`src/rtl/uart_tx_arbiter_if.sv`:
```
// uart_tx_arbiter_if: byte-stream requesters on one side, a shared uart_tx on the other.
interface uart_tx_arbiter_if #(
    parameter int NumRequesters = 4,
    parameter int DataBits = 8
);
    logic [NumRequesters*DataBits-1:0] req_data;
    logic [NumRequesters-1:0] req_valid;
    logic [NumRequesters-1:0] req_last;
    logic [NumRequesters-1:0] req_ready;
    logic [DataBits-1:0] tx_data;
    logic tx_valid;
    logic tx_ready;
    logic [NumRequesters-1:0] grant;
    logic timeout;
    modport master (
        output req_data, req_valid, req_last, tx_ready,
        input req_ready, tx_data, tx_valid, grant, timeout
    );
    modport slave (
        input req_data, req_valid, req_last, tx_ready,
        output req_ready, tx_data, tx_valid, grant, timeout
    );
endinterface

```
`src/rtl/uart_tx_arbiter.sv`:
```
// uart_tx_arbiter: packet-locked round-robin arbiter feeding one uart_tx, with idle-timeout revoke.
module uart_tx_arbiter #(
    parameter int NumRequesters = 4,
    parameter int DataBits = 8,
    parameter int IdleTimeout = 1024
) (
    input logic clk,
    input logic rst,
    uart_tx_arbiter_if.slave bus
);
    localparam int CW = $clog2(IdleTimeout + 1) > 1 ? $clog2(IdleTimeout + 1) : 1;
    localparam int PW = $clog2(NumRequesters);
    typedef enum logic {IDLE, LOCKED} state_t;
    state_t state;
    logic [PW-1:0] owner, last_owner, pick;
    logic [CW-1:0] idle_cnt;
    logic [NumRequesters-1:0] rot;
    logic [DataBits-1:0] own_data;
    logic own_valid, own_last, xfer, expire;
    int off;
    // Rotate so bit 0 is the requester right after last_owner; the lowest set bit wins.
    always_comb begin
        rot = NumRequesters'({bus.req_valid, bus.req_valid} >> ((PW+1)'(last_owner) + (PW+1)'(1)));
        off = 0;
        for (int i = NumRequesters - 1; i >= 0; i--)
            if (rot[i]) off = i;
        pick = PW'((int'(last_owner) + 1 + off) % NumRequesters);
        own_valid = 1'b0;
        own_last = 1'b0;
        own_data = '0;
        for (int i = 0; i < NumRequesters; i++)
            if (owner == PW'(i)) begin
                own_valid = bus.req_valid[i];
                own_last = bus.req_last[i];
                own_data = bus.req_data[i*DataBits +: DataBits];
            end
    end
    assign xfer = state == LOCKED && own_valid && bus.tx_ready;
    assign expire = IdleTimeout > 0 && idle_cnt == CW'(IdleTimeout);
    assign bus.tx_valid = state == LOCKED && own_valid;
    assign bus.tx_data = state == LOCKED ? own_data : '0;
    assign bus.req_ready = state == LOCKED && bus.tx_ready ? bus.grant : '0;
    // A transfer outranks an expiring counter, so a late character still lands.
    always_ff @(posedge clk or posedge rst)
        if (rst) begin
            state <= IDLE;
            owner <= '0;
            last_owner <= PW'(NumRequesters - 1);
            idle_cnt <= '0;
            bus.grant <= '0;
            bus.timeout <= 1'b0;
        end else begin
            bus.timeout <= 1'b0;
            if (state == IDLE) begin
                if (|bus.req_valid) begin
                    state <= LOCKED;
                    owner <= pick;
                    bus.grant <= NumRequesters'(1) << pick;
                    idle_cnt <= '0;
                end
            end else if (xfer) begin
                idle_cnt <= '0;
                if (own_last) begin
                    state <= IDLE;
                    last_owner <= owner;
                    bus.grant <= '0;
                end
            end else if (expire) begin
                state <= IDLE;
                last_owner <= owner;
                bus.grant <= '0;
                bus.timeout <= 1'b1;
                idle_cnt <= '0;
            end else if (!own_valid && idle_cnt != '1) begin
                idle_cnt <= idle_cnt + CW'(1);
            end
        end
endmodule

```
`src/flat_wrapper.sv`:
```
// flat-port wrapper written by rule: the top's interface ports become plain ports
module uart_tx_arbiter_flat 
#(
    parameter int NumRequesters = 4,
    parameter int DataBits = 8,
    parameter int IdleTimeout = 1024
)
  (clk, rst, bus_req_data, bus_req_valid, bus_req_last, bus_tx_ready, bus_req_ready, bus_tx_data, bus_tx_valid, bus_grant, bus_timeout);
  uart_tx_arbiter_if #(.NumRequesters(NumRequesters), .DataBits(DataBits)) bus_i ();
  input logic clk;
  input logic rst;
  input wire logic [$bits(bus_i.req_data)-1:0] bus_req_data;
  input wire logic [$bits(bus_i.req_valid)-1:0] bus_req_valid;
  input wire logic [$bits(bus_i.req_last)-1:0] bus_req_last;
  input wire logic [$bits(bus_i.tx_ready)-1:0] bus_tx_ready;
  output wire logic [$bits(bus_i.req_ready)-1:0] bus_req_ready;
  output wire logic [$bits(bus_i.tx_data)-1:0] bus_tx_data;
  output wire logic [$bits(bus_i.tx_valid)-1:0] bus_tx_valid;
  output wire logic [$bits(bus_i.grant)-1:0] bus_grant;
  output wire logic [$bits(bus_i.timeout)-1:0] bus_timeout;
  assign bus_i.req_data = bus_req_data;
  assign bus_i.req_valid = bus_req_valid;
  assign bus_i.req_last = bus_req_last;
  assign bus_i.tx_ready = bus_tx_ready;
  assign bus_req_ready = bus_i.req_ready;
  assign bus_tx_data = bus_i.tx_data;
  assign bus_tx_valid = bus_i.tx_valid;
  assign bus_grant = bus_i.grant;
  assign bus_timeout = bus_i.timeout;
  uart_tx_arbiter #(.NumRequesters(NumRequesters), .DataBits(DataBits), .IdleTimeout(IdleTimeout)) u_core (.clk(clk), .rst(rst), .bus(bus_i));
endmodule
```
`config.mk`:
```
export PLATFORM = sky130hd
export DESIGN_NAME = uart_tx_arbiter_flat
export DESIGN_NICKNAME = d
export VERILOG_FILES = /design/src/rtl/uart_tx_arbiter_if.sv /design/src/rtl/uart_tx_arbiter.sv /design/src/flat_wrapper.sv
export SDC_FILE = /design/constraint.sdc
export NUM_CORES = 1
export LEC_CHECK = 0
export ABC_AREA = 1
export CORE_UTILIZATION = 31
export CTS_BUF_LIST = sky130_fd_sc_hd__clkbuf_4
export CTS_CLUSTER_SIZE = 30
export DETAILED_ROUTE_END_ITERATION = 8
export PLACE_DENSITY = 0.57
export SLEW_MARGIN = 20
export SYNTH_ARGS = -nofsm -noshare
export SYNTH_HDL_FRONTEND = slang
export SYNTH_SLANG_ARGS = --single-unit
```
`constraint.sdc`:
```
create_clock -name clk -period 1.8 [get_ports clk]
set_clock_uncertainty 0.05 [all_clocks]
set_input_delay 0.27 -clock clk [delete_from_list [all_inputs] [get_ports clk]]
set_output_delay 0.27 -clock clk [all_outputs]
set_load 0.03 [all_outputs]
```
==> impl_metrics.csv, run 1 <==
group,metric,value,unit
power_and_ir_drop,p_leak,1.55,nW
die,die_w,77.9,um
final_layout,layout-drive-gt1-share,38.3,%
global_routing,antenna_found_initial,0,
sta,slew_headroom,63.5,%
global_routing,grt_pass1_wl,9380,um
sta,slew_viol_final,0,
synth,synthDistinctLibCells,28,
setup_path,arrival,1.59,ns
detailed_routing,wire_per_inst,13.1,um
power_and_ir_drop,netSwitchingPower,0.00259,W
detailed_routing,dr.pass1.iters,4,
outcome,run_status,"complete, but fails checks",
setup_path,endpoint_kind,"output port",
detailed_routing,drtAntennaViolNets,0,
setup_path,path_max_fanout,7,
global_routing,grt_max_degree,22,
clocking,cts-buffers-inserted,3,
synth,avgSynthCellArea,6.17,um^2
synth,synth-seq-area-share,29.5,%
sta,setup-violations-final,10,
clocking,clk_latency,0.31,ns
power_and_ir_drop,intPower,0.00257,W
setup_path,cp.required,1.48,ns
sta,post-route-period-util,106,%
synth,syn_nets,336,
clocking,cts_buffer_depth,2,
power_and_ir_drop,p_seq_share,14.6,%
synth,synthTopCellsByArea,"dfrtp_1 27%, nand2_1 21%, nand3_1 11%, inv_1 7.3%, nor2_1 5.5%",
sta,tightest_slew,0.543,ns
die,design.core.area,5540,um^2
final_layout,postLayoutCellArea,3260,um^2
sta,min_period,1.91,ns
die,fp-row-count,27,
die,start_util,32.3,%
flow_run,maxCapViolCount,0,
clocking,htreeDepth,1,
clocking,clockRootBuffer,"clkbuf_4",
power_and_ir_drop,share_comb_of_total_power,80.3,%
power_and_ir_drop,swShare,50.2,%
detailed_routing,avgViaCountPerCell,4.83,
sta,setup_ws,-0.106,ns
synth,synthArstFlopShare,100,%
synth,yosys.area.top_type_share,26.6,%
final_layout,finalNetCount,446,
synth,syn_area,1790,um^2
final_layout,area_delta_synth_final,82.1,%
detailed_routing,drtIter0Drc,150,
sta,holdWs,0.217,ns
clocking,cts_tree,"done",
setup_path,crit_type,"reg2out",
clocking,clock-sinks,21,
placement,dpl_cell_area,2690,um^2
power_and_ir_drop,peakVddDrop,0.000988,V
global_routing,grt_pass1_vias,2105,
sta,grt_setup_unrepaired,"true",
placement,port_buffers,60,
synth,ys_ff_latch,21,
placement,gp_congestion,0.863,
power_and_ir_drop,pwr-share-clk,5.1,%
die,die_height,77.9,um
setup_path,critPathLaunchType,"register",
synth,synth_edf_count,0,
sta,fmax,525,MHz
placement,dp_slack,-0.189,ns
global_routing,track_usage,19.4,%
outcome,violations,"setup timing",
placement,hpwl,4310,um
detailed_routing,route.detailed.drc,0,
synth,synth.largest_area_cell,"dfrtp_1",
final_layout,insertedDiodeCount,0,
die,ioPinCount,61,
power_and_ir_drop,p_per_area,1590,nW/um^2
detailed_routing,vias,2274,
sta,hold_viol_final,0,
synth,yosysWarnings,0,
detailed_routing,drt_wl_total,6170,um
synth,netlist_instances,290,
synth,synth_flop_cell,"dfrtp_1",
clocking,clkSlewWorstSetupHoldPaths,0.14,ns
min_path,hold_path_class,"in2async",
die,dieArea,6080,um^2
global_routing,grt-ovfl-total,0,
[power by group through the flow]
stage	combinational, W	clock [W]	sequential (W)
2_1_floorplan	0.00176	0	0.000774
3_3_place_gp	0.00291	0	0.000743
3_5_place_dp	0.00291	0	0.000741
4_1_cts	0.00314	0.000278	0.000736
5_1_grt	0.00448	0.000294	0.000770
6_report	0.00415	0.000263	0.000752
[registers in the layout, summed over array words and instances, names as in the netlist]
signal and count:
u_core.owner 2, u_core.idle_cnt 11, u_core.bus.grant 4, u_core.bus.timeout 1, u_core.last_owner 2, u_core.state 1
[placed cells by master (no fill, tap or decap), types with 7 or more instances in the layout]
master | synthesis | layout
buf_4 | 0 | 41
buf_6 | 1 | 18
clkdlybuf4s50_1 | 0 | 47
dfrtp_1 | 19 | 17
inv_1 | 35 | 31
nand2_1 | 98 | 72
nand2_2 | 4 | 21
nand2_4 | 2 | 9
nand3_1 | 39 | 26
nand3_2 | 1 | 12
nand4_1 | 7 | 7
nor2_1 | 26 | 19
nor2_2 | 5 | 7
o21ai_0 | 15 | 8
[cells in the mapped netlist, types with 2 or more instances]
cell	n
a21oi_1	10
dfrtp_1	19
dfstp_2	2
ha_1	3
inv_1	35
inv_2	4
nand2_1	98
nand2_2	4
nand2_4	2
nand3_1	39
nand3b_1	3
nand4_1	7
nor2_1	26
nor2_2	5
nor3_1	5
o211ai_1	2
o21ai_0	15
[layout make-up]
| type | instances | area (um^2) |
|---|---|---|
| fill | 508 | 2280 |
| clock buffer | 4 | 30.0 |
| tap | 72 | 90.1 |
| timing repair buffer | 107 | 1000 |
| multi-input combinational | 228 | 1450 |
| inverter | 39 | 154 |
| sequential | 21 | 531 |
[path summary, 6_finish.rpt]
check / start / to / cells past startpoint / slack, ns
setup / recovery: u_core.owner[1] / bus_tx_data[6] / 7 / -0.11
hold / removal: rst / u_core.bus.grant[1] / 3 / 0.22
setup reg to reg: u_core.owner[1] / u_core.idle_cnt[0] / 10 / 0
hold reg to reg: u_core.bus.grant[0] / u_core.bus.grant[0] / 2 / 0.48
max in group asynchronous: rst / u_core.last_owner[0] / 3 / 1.19
min in group clk: u_core.bus.grant[0] / u_core.bus.grant[0] / 2 / 0.48
[critical path: stages, from the launching register on]
cell and delay (ns):
dfrtp_2 0.52, inv_2 0.10, buf_6 0.11, nor2_4 0.03, inv_2 0.04, o221ai_2 0.08, a211oi_2 0.21, buf_4 0.19
[logic make-up (layout without fill, tap and decap cells)]
family                   after synthesis  in the layout  share of synthesized area (%)
buffers and inverters                 42            150                           9.31
adder cells (fa/ha/maj)                3              3                           2.10
AND/OR/NAND/NOR                      192            193                           48.6
flip-flops                            21             21                           29.5
AO/OA/AOI/OAI                         31             31                           9.94
XOR/XNOR                               1              1                          0.490
[timing repair]
action	CTS	global route
pin swaps	8	36
hold buffers	0	0
buffers inserted	4	11
cloned	0	1
resized for setup	20	90
setup endpoints to repair	11	28
[metal layers]
metal | routed length [um] | vias up | share of wire (%) | global-route usage, %
met3 | 332 | 8 | 5.4 | 3.29
met1 | 2630 | 1026 | 43 | 25.1
li1 | - | 1163 | - | -
met4 | 98 | 0 | 1.6 | 5.74
met2 | 3100 | 77 | 50 | 32.8
met5 | 0 | - | 0 | 0
[per-stage QoR]
| stage | cells | setup TNS [ns] | power (W) | util [%] |
|---|---|---|---|---|
| CTS | 459 | -0.764 | 0.00415 | 50.7 |
| global route | 471 | -2.57 | 0.00554 | 58.8 |
| floorplan | 290 | 0 | 0.00254 | - |
| global placement | 451 | -1.76 | 0.00365 | 48.6 |
| finish | 471 | -0.736 | 0.00516 | 58.8 |
| detailed placement | 451 | -2.69 | 0.00365 | 48.6 |
Note: power is estimated with default switching activity, not from simulation.
==> run 2, diff against run 1 <==
CAP_MARGIN = 40   (was not set)
CORE_UTILIZATION = 43   (was 31)
PLACE_DENSITY = 0.76   (was 0.57)
SLEW_MARGIN = 5   (was 20)
==> impl_metrics.csv, run 2 (synthesis gave the netlist of run 1 again) <==
group,metric,value,unit
placement,dpl_cell_area,2610,um^2
final_layout,layout-drive-gt1-share,30.5,%
die,dieArea,4420,um^2
die,die_height,66.5,um
detailed_routing,route.detailed.drc,0,
detailed_routing,drt_wl_total,5900,um
sta,tightest_slew,0.375,ns
global_routing,track_usage,25.7,%
detailed_routing,dr.pass1.iters,4,
flow_run,maxCapViolCount,0,
setup_path,cp_common_cell,"buf_6",
power_and_ir_drop,p_seq_share,16.4,%
sta,min_period,1.91,ns
power_and_ir_drop,pwr-share-clk,5.4,%
sta,grt_setup_unrepaired,"true",
detailed_routing,avgViaCountPerCell,5.12,
global_routing,grt_pass1_wl,8700,um
setup_path,crit_type,"reg2out",
power_and_ir_drop,finalPower,0.00467,W
final_layout,layout_commonest_cell,"nand2_1",
die,start_util,44.7,%
sta,fmax,522,MHz
clocking,clkSlewWorstSetupHoldPaths,0.14,ns
setup_path,arrival,1.59,ns
final_layout,area_delta_synth_final,65.1,%
power_and_ir_drop,share_comb_of_total_power,78.2,%
clocking,clock-sinks,21,
sta,setup_ws,-0.114,ns
clocking,cts_buffer_depth,2,
power_and_ir_drop,p_per_area,1580,nW/um^2
clocking,clk_latency,0.33,ns
min_path,hold_path_class,"in2async",
final_layout,insertedDiodeCount,0,
detailed_routing,wire_per_inst,13.6,um
setup_path,path_buf_inv,2,
clocking,cts.hold.buffers_added,0,
global_routing,antenna_found_initial,0,
sta,post-route-period-util,106,%
detailed_routing,vias,2218,
setup_path,path_max_fanout,8,
placement,dp_slack,-0.238,ns
setup_path,crit_path_top_delay_cell,"dfrtp_2",
setup_path,endpoint_kind,"output port",
global_routing,grt-ovfl-total,0,
outcome,run_status,"complete, but fails checks",
final_layout,reg_top3,"u_core.idle_cnt (11), u_core.bus.grant (4)",
final_layout,largest_register,"u_core.idle_cnt",
outcome,violations,"setup timing",
setup_path,critPathTopFamily,"flip-flops",
power_and_ir_drop,swShare,51.6,%
setup_path,critPathLaunchType,"register",
setup_path,critPathMaxStageDelay,0.45,ns
sta,holdWs,0.206,ns
final_layout,final_cell_mix,"83 x nand2_1, 46 x clkdlybuf4s50_1, 32 x inv_1, 32 x nand3_1, 30 x buf_4",
final_layout,fill_cells,316,
power_and_ir_drop,netSwitchingPower,0.00241,W
placement,port_buffers,60,
power_and_ir_drop,peakVddDrop,0.00119,V
sta,hold_viol_final,0,
sta,slew_headroom,74.8,%
detailed_routing,drtAntennaViolNets,0,
clocking,clockRootBuffer,"clkbuf_4",
detailed_routing,drtIter0Drc,128,
die,die_w,66.5,um
clocking,htreeDepth,1,
final_layout,finalNetCount,430,
global_routing,grt_pass1_vias,1949,
final_layout,postLayoutCellArea,2950,um^2
setup_path,cp.required,1.48,ns
final_layout,final_util,73.8,%
placement,hpwl,4100,um
setup_path,crit_path_cell_trace,"buf_6, nor2_4, nand2_2, o2bb2ai_2, a21oi_2, buf_6",
power_and_ir_drop,p_leak,1.43,nW
die,fp-row-count,23,
clocking,cts_tree,"done",
sta,setup-violations-final,9,
sta,slew_viol_final,0,
placement,gp_congestion,0.860,
die,ioPinCount,61,
power_and_ir_drop,intPower,0.00226,W
clocking,cts-buffers-inserted,3,
die,design.core.area,4000,um^2
global_routing,grt_max_degree,22,
final_layout,largest_reg_flops,11,
run 2: cell types whose count changed in the layout (fill, tap and decap cells not counted), moves of 2 or more:
cell     change
o21ai_2      -2
nand3_1      +6
nand3_2      -5
nand2_4      -5
nand2_1     +11
buf_6        -5
buf_4       -11
o21ai_1      +5
nand2_8      -2
o21ai_0      -2
nand2_2      -5
nor2_4       -2
run 2: power groups by stage:
stage | sequential (W) | clock, W | combinational, W
final | 0.000764 | 0.000253 | 0.00366
after global routing | 0.000774 | 0.000270 | 0.00393
after CTS | 0.000742 | 0.000251 | 0.00306
after detailed placement | 0.000773 | 0 | 0.00276
after global placement | 0.000773 | 0 | 0.00272
after floorplan | 0.000774 | 0 | 0.00176
run 2: final timing paths:
check	from	to	slack, ns	depth (start not counted)
worst max-delay path	u_core.owner[1]	bus_tx_data[1]	-0.11	6
worst min-delay path	rst	u_core.idle_cnt[0]	0.21	3
worst max register to register	u_core.owner[1]	u_core.idle_cnt[7]	0.02	11
worst min register to register	u_core.bus.grant[0]	u_core.bus.grant[0]	0.48	2
max in group asynchronous	rst	u_core.last_owner[0]	1.21	3
min in group clk	u_core.bus.grant[0]	u_core.bus.grant[0]	0.48	2
run 2: final cells by class:
cell class / count / area, um^2 / area share (%)
clock buffer: 3 / 22.5 / 0.763
inverter: 39 / 154 / 5.21
tap: 50 / 62.6 / 2.12
multi-input combinational: 227 / 1290 / 43.7
clock inverter: 1 / 5.00 / 0.170
timing repair buffer: 92 / 885 / 30.0
sequential: 21 / 532 / 18.0
run 2: per-layer routing:
metal / track usage [%] / wire (um) / share of wire, % / up-vias
met5: 0 / 0 / 0 / -
li1: - / - / - / 1124
met4: 4.79 / 108 / 1.8 / 0
met3: 2.74 / 315 / 5.3 / 13
met1: 32.1 / 2500 / 42 / 992
met2: 47.6 / 2970 / 50 / 89
run 2: worst register-to-register path: cells and delay by family, from the launching register on:
family	cells	cell delay, ns
AO/OA/AOI/OAI	1	0.13
buffers and inverters	2	0.31
flip-flops	1	0.45
AND/OR/NAND/NOR	8	0.79
run 2: through the flow:
stage          cells  TNS, ns
2_1_floorplan    290        0
3_3_place_gp     420    -1.52
3_5_place_dp     420    -2.51
4_1_cts          428   -0.692
5_1_grt          433    -2.04
6_report         433   -0.807
run 2: repair_timing:
action | in CTS | in global routing
endpoints found under the setup margin | 20 | 25
gates resized for setup | 32 | 45
gates cloned | 0 | 0
setup buffers | 4 | 5
pin swaps | 8 | 15
==> run 3, diff against run 2 <==
GPL_TIMING_DRIVEN = 0   (was not set)
==> impl_metrics.csv, run 3 (synthesis gave the netlist of run 1 again) <==
group,metric,value,unit
clocking,clockRootBuffer,"clkbuf_4",
final_layout,largest_reg_flops,11,
clocking,cts_tree,"done",
detailed_routing,drt_wl_total,5710,um
detailed_routing,vias,2226,
setup_path,cp.required,1.48,ns
detailed_routing,drtAntennaViolNets,0,
global_routing,track_usage,24.9,%
power_and_ir_drop,intPower,0.00215,W
final_layout,final_cell_mix,"82 x nand2_1, 46 x clkdlybuf4s50_1, 33 x inv_1, 28 x nand3_1, 22 x buf_4",
setup_path,crit_path_cell_trace,"buf_6, nor2_4, nand2_1, o2bb2ai_1, a21oi_2, buf_6",
power_and_ir_drop,p_per_area,1580,nW/um^2
final_layout,largest_register,"u_core.idle_cnt",
power_and_ir_drop,netSwitchingPower,0.00236,W
placement,dp_slack,-0.580,ns
final_layout,postLayoutCellArea,2860,um^2
final_layout,insertedDiodeCount,0,
clocking,clkSlewWorstSetupHoldPaths,0.13,ns
global_routing,grt_max_degree,22,
detailed_routing,dr.pass1.iters,4,
final_layout,fill_cells,344,
outcome,violations,"setup timing",
placement,port_buffers,60,
placement,dpl_cell_area,2470,um^2
detailed_routing,avgViaCountPerCell,5.21,
global_routing,grt_pass1_vias,2007,
outcome,run_status,"complete, but fails checks",
setup_path,endpoint_kind,"output port",
sta,grt_setup_unrepaired,"true",
die,fp-row-count,23,
setup_path,path_max_fanout,8,
final_layout,finalNetCount,424,
die,ioPinCount,61,
sta,setup-violations-final,17,
power_and_ir_drop,p_seq_share,16.2,%
global_routing,grt_pass1_wl,8520,um
final_layout,area_delta_synth_final,59.8,%
setup_path,critPathMaxStageDelay,0.47,ns
global_routing,grt-ovfl-total,0,
sta,min_period,1.95,ns
sta,slew_viol_final,0,
die,die_height,66.5,um
setup_path,critPathTopFamily,"flip-flops",
setup_path,arrival,1.63,ns
sta,post-route-period-util,108,%
sta,hold_viol_final,0,
power_and_ir_drop,share_comb_of_total_power,78.3,%
power_and_ir_drop,swShare,52.4,%
detailed_routing,wire_per_inst,13.4,um
clocking,clk_latency,0.32,ns
setup_path,critPathLaunchType,"register",
sta,fmax,514,MHz
clocking,cts-buffers-inserted,3,
setup_path,cp_common_cell,"buf_6",
die,dieArea,4420,um^2
sta,tightest_slew,0.794,ns
flow_run,maxCapViolCount,0,
die,design.core.area,4000,um^2
placement,gp_congestion,0.897,
clocking,htreeDepth,1,
sta,slew_headroom,47.0,%
final_layout,multi_input_area,1270,um^2
final_layout,layout_commonest_cell,"nand2_1",
final_layout,final_util,71.4,%
final_layout,regArea,533,um^2
min_path,hold_path_class,"in2async",
placement,hpwl,3970,um
power_and_ir_drop,pwr-share-clk,5.6,%
power_and_ir_drop,p_leak,1.38,nW
die,die_w,66.5,um
detailed_routing,route.detailed.drc,0,
final_layout,layout-drive-gt1-share,29.4,%
final_layout,reg_top3,"u_core.idle_cnt (11), u_core.bus.grant (4)",
setup_path,crit_path_top_delay_cell,"dfrtp_2",
sta,setup_ws,-0.147,ns
setup_path,path_buf_inv,2,
setup_path,crit_type,"reg2out",
detailed_routing,drtIter0Drc,163,
die,start_util,44.7,%
clocking,clock-sinks,21,
global_routing,antenna_found_initial,0,
clocking,cts_buffer_depth,2,
power_and_ir_drop,peakVddDrop,0.00139,V
==> run 3: changes by cell type in the layout (fill, tap and decap cells not counted), moves of 2 or more <==
cell and change:
buf_4 -8, o21ai_1 -4, clkbuf_2 +4, buf_12 -2
nand3_2 +5, buf_6 -3, o21ai_0 +4, nand3_1 -4
==> run 3: path summary, 6_finish.rpt <==
| kind | startpoint | end | slack [ns] | cells past startpoint |
|---|---|---|---|---|
| max | u_core.owner[1] | bus_tx_data[1] | -0.15 | 6 |
| min | rst | u_core.idle_cnt[3] | 0.33 | 2 |
| max reg2reg | u_core.last_owner[0] | u_core.bus.grant[2] | -0.03 | 12 |
| min reg2reg | u_core.bus.grant[0] | u_core.bus.grant[0] | 0.48 | 2 |
| max in group asynchronous | rst | u_core.owner[1] | 0.83 | 2 |
| min in group clk | u_core.bus.grant[0] | u_core.bus.grant[0] | 0.48 | 2 |
==> run 3: per-layer routing <==
metal  GRT usage [%]  vias to the layer above  share of wire [%]
met3            4.79                        8                5.6
li1                -                     1117                  -
met1            30.7                     1034                 41
met5               0                        -                  0
met4            3.72                        0                1.6
met2            45.4                       67                 52
==> run 3: timing repair <==
item                                    4_1_cts  5_1_grt
cloned                                        1        0
hold buffers                                  0        0
endpoints found under the hold margin         0        0
resized for setup                            85       51
endpoints found under the setup margin       29       31
pin swaps                                     9       22
setup buffers                                15        7
==> run 3: final cells by class <==
type | count | share of cell area [%]
multi-input combinational | 227 | 44.6
clock buffer | 3 | 0.788
inverter | 39 | 5.47
sequential | 21 | 18.7
timing repair buffer | 83 | 27.0
clock inverter | 1 | 0.263
tap | 50 | 2.19
buffer | 3 | 1.09
==> run 3: per-stage QoR <==
stage                     hold slack [ns]  setup TNS, ns  instances  total power [W]
after floorplan                     0.195              0        290          0.00254
after global placement              0.447          -8.51        400          0.00331
after detailed placement            0.445          -9.08        400          0.00335
after CTS                           0.360          -1.01        420          0.00399
after global routing                0.400          -3.72        427          0.00483
final                               0.328          -1.09        427          0.00451
==> run 3: power by group through the flow <==
stage	registers [W]	logic (W)	clock network, W
4_1_cts	0.000713	0.00302	0.000253
3_3_place_gp	0.000761	0.00255	0
3_5_place_dp	0.000758	0.00259	0
5_1_grt	0.000744	0.00382	0.000272
2_1_floorplan	0.000774	0.00176	0
6_report	0.000729	0.00353	0.000252
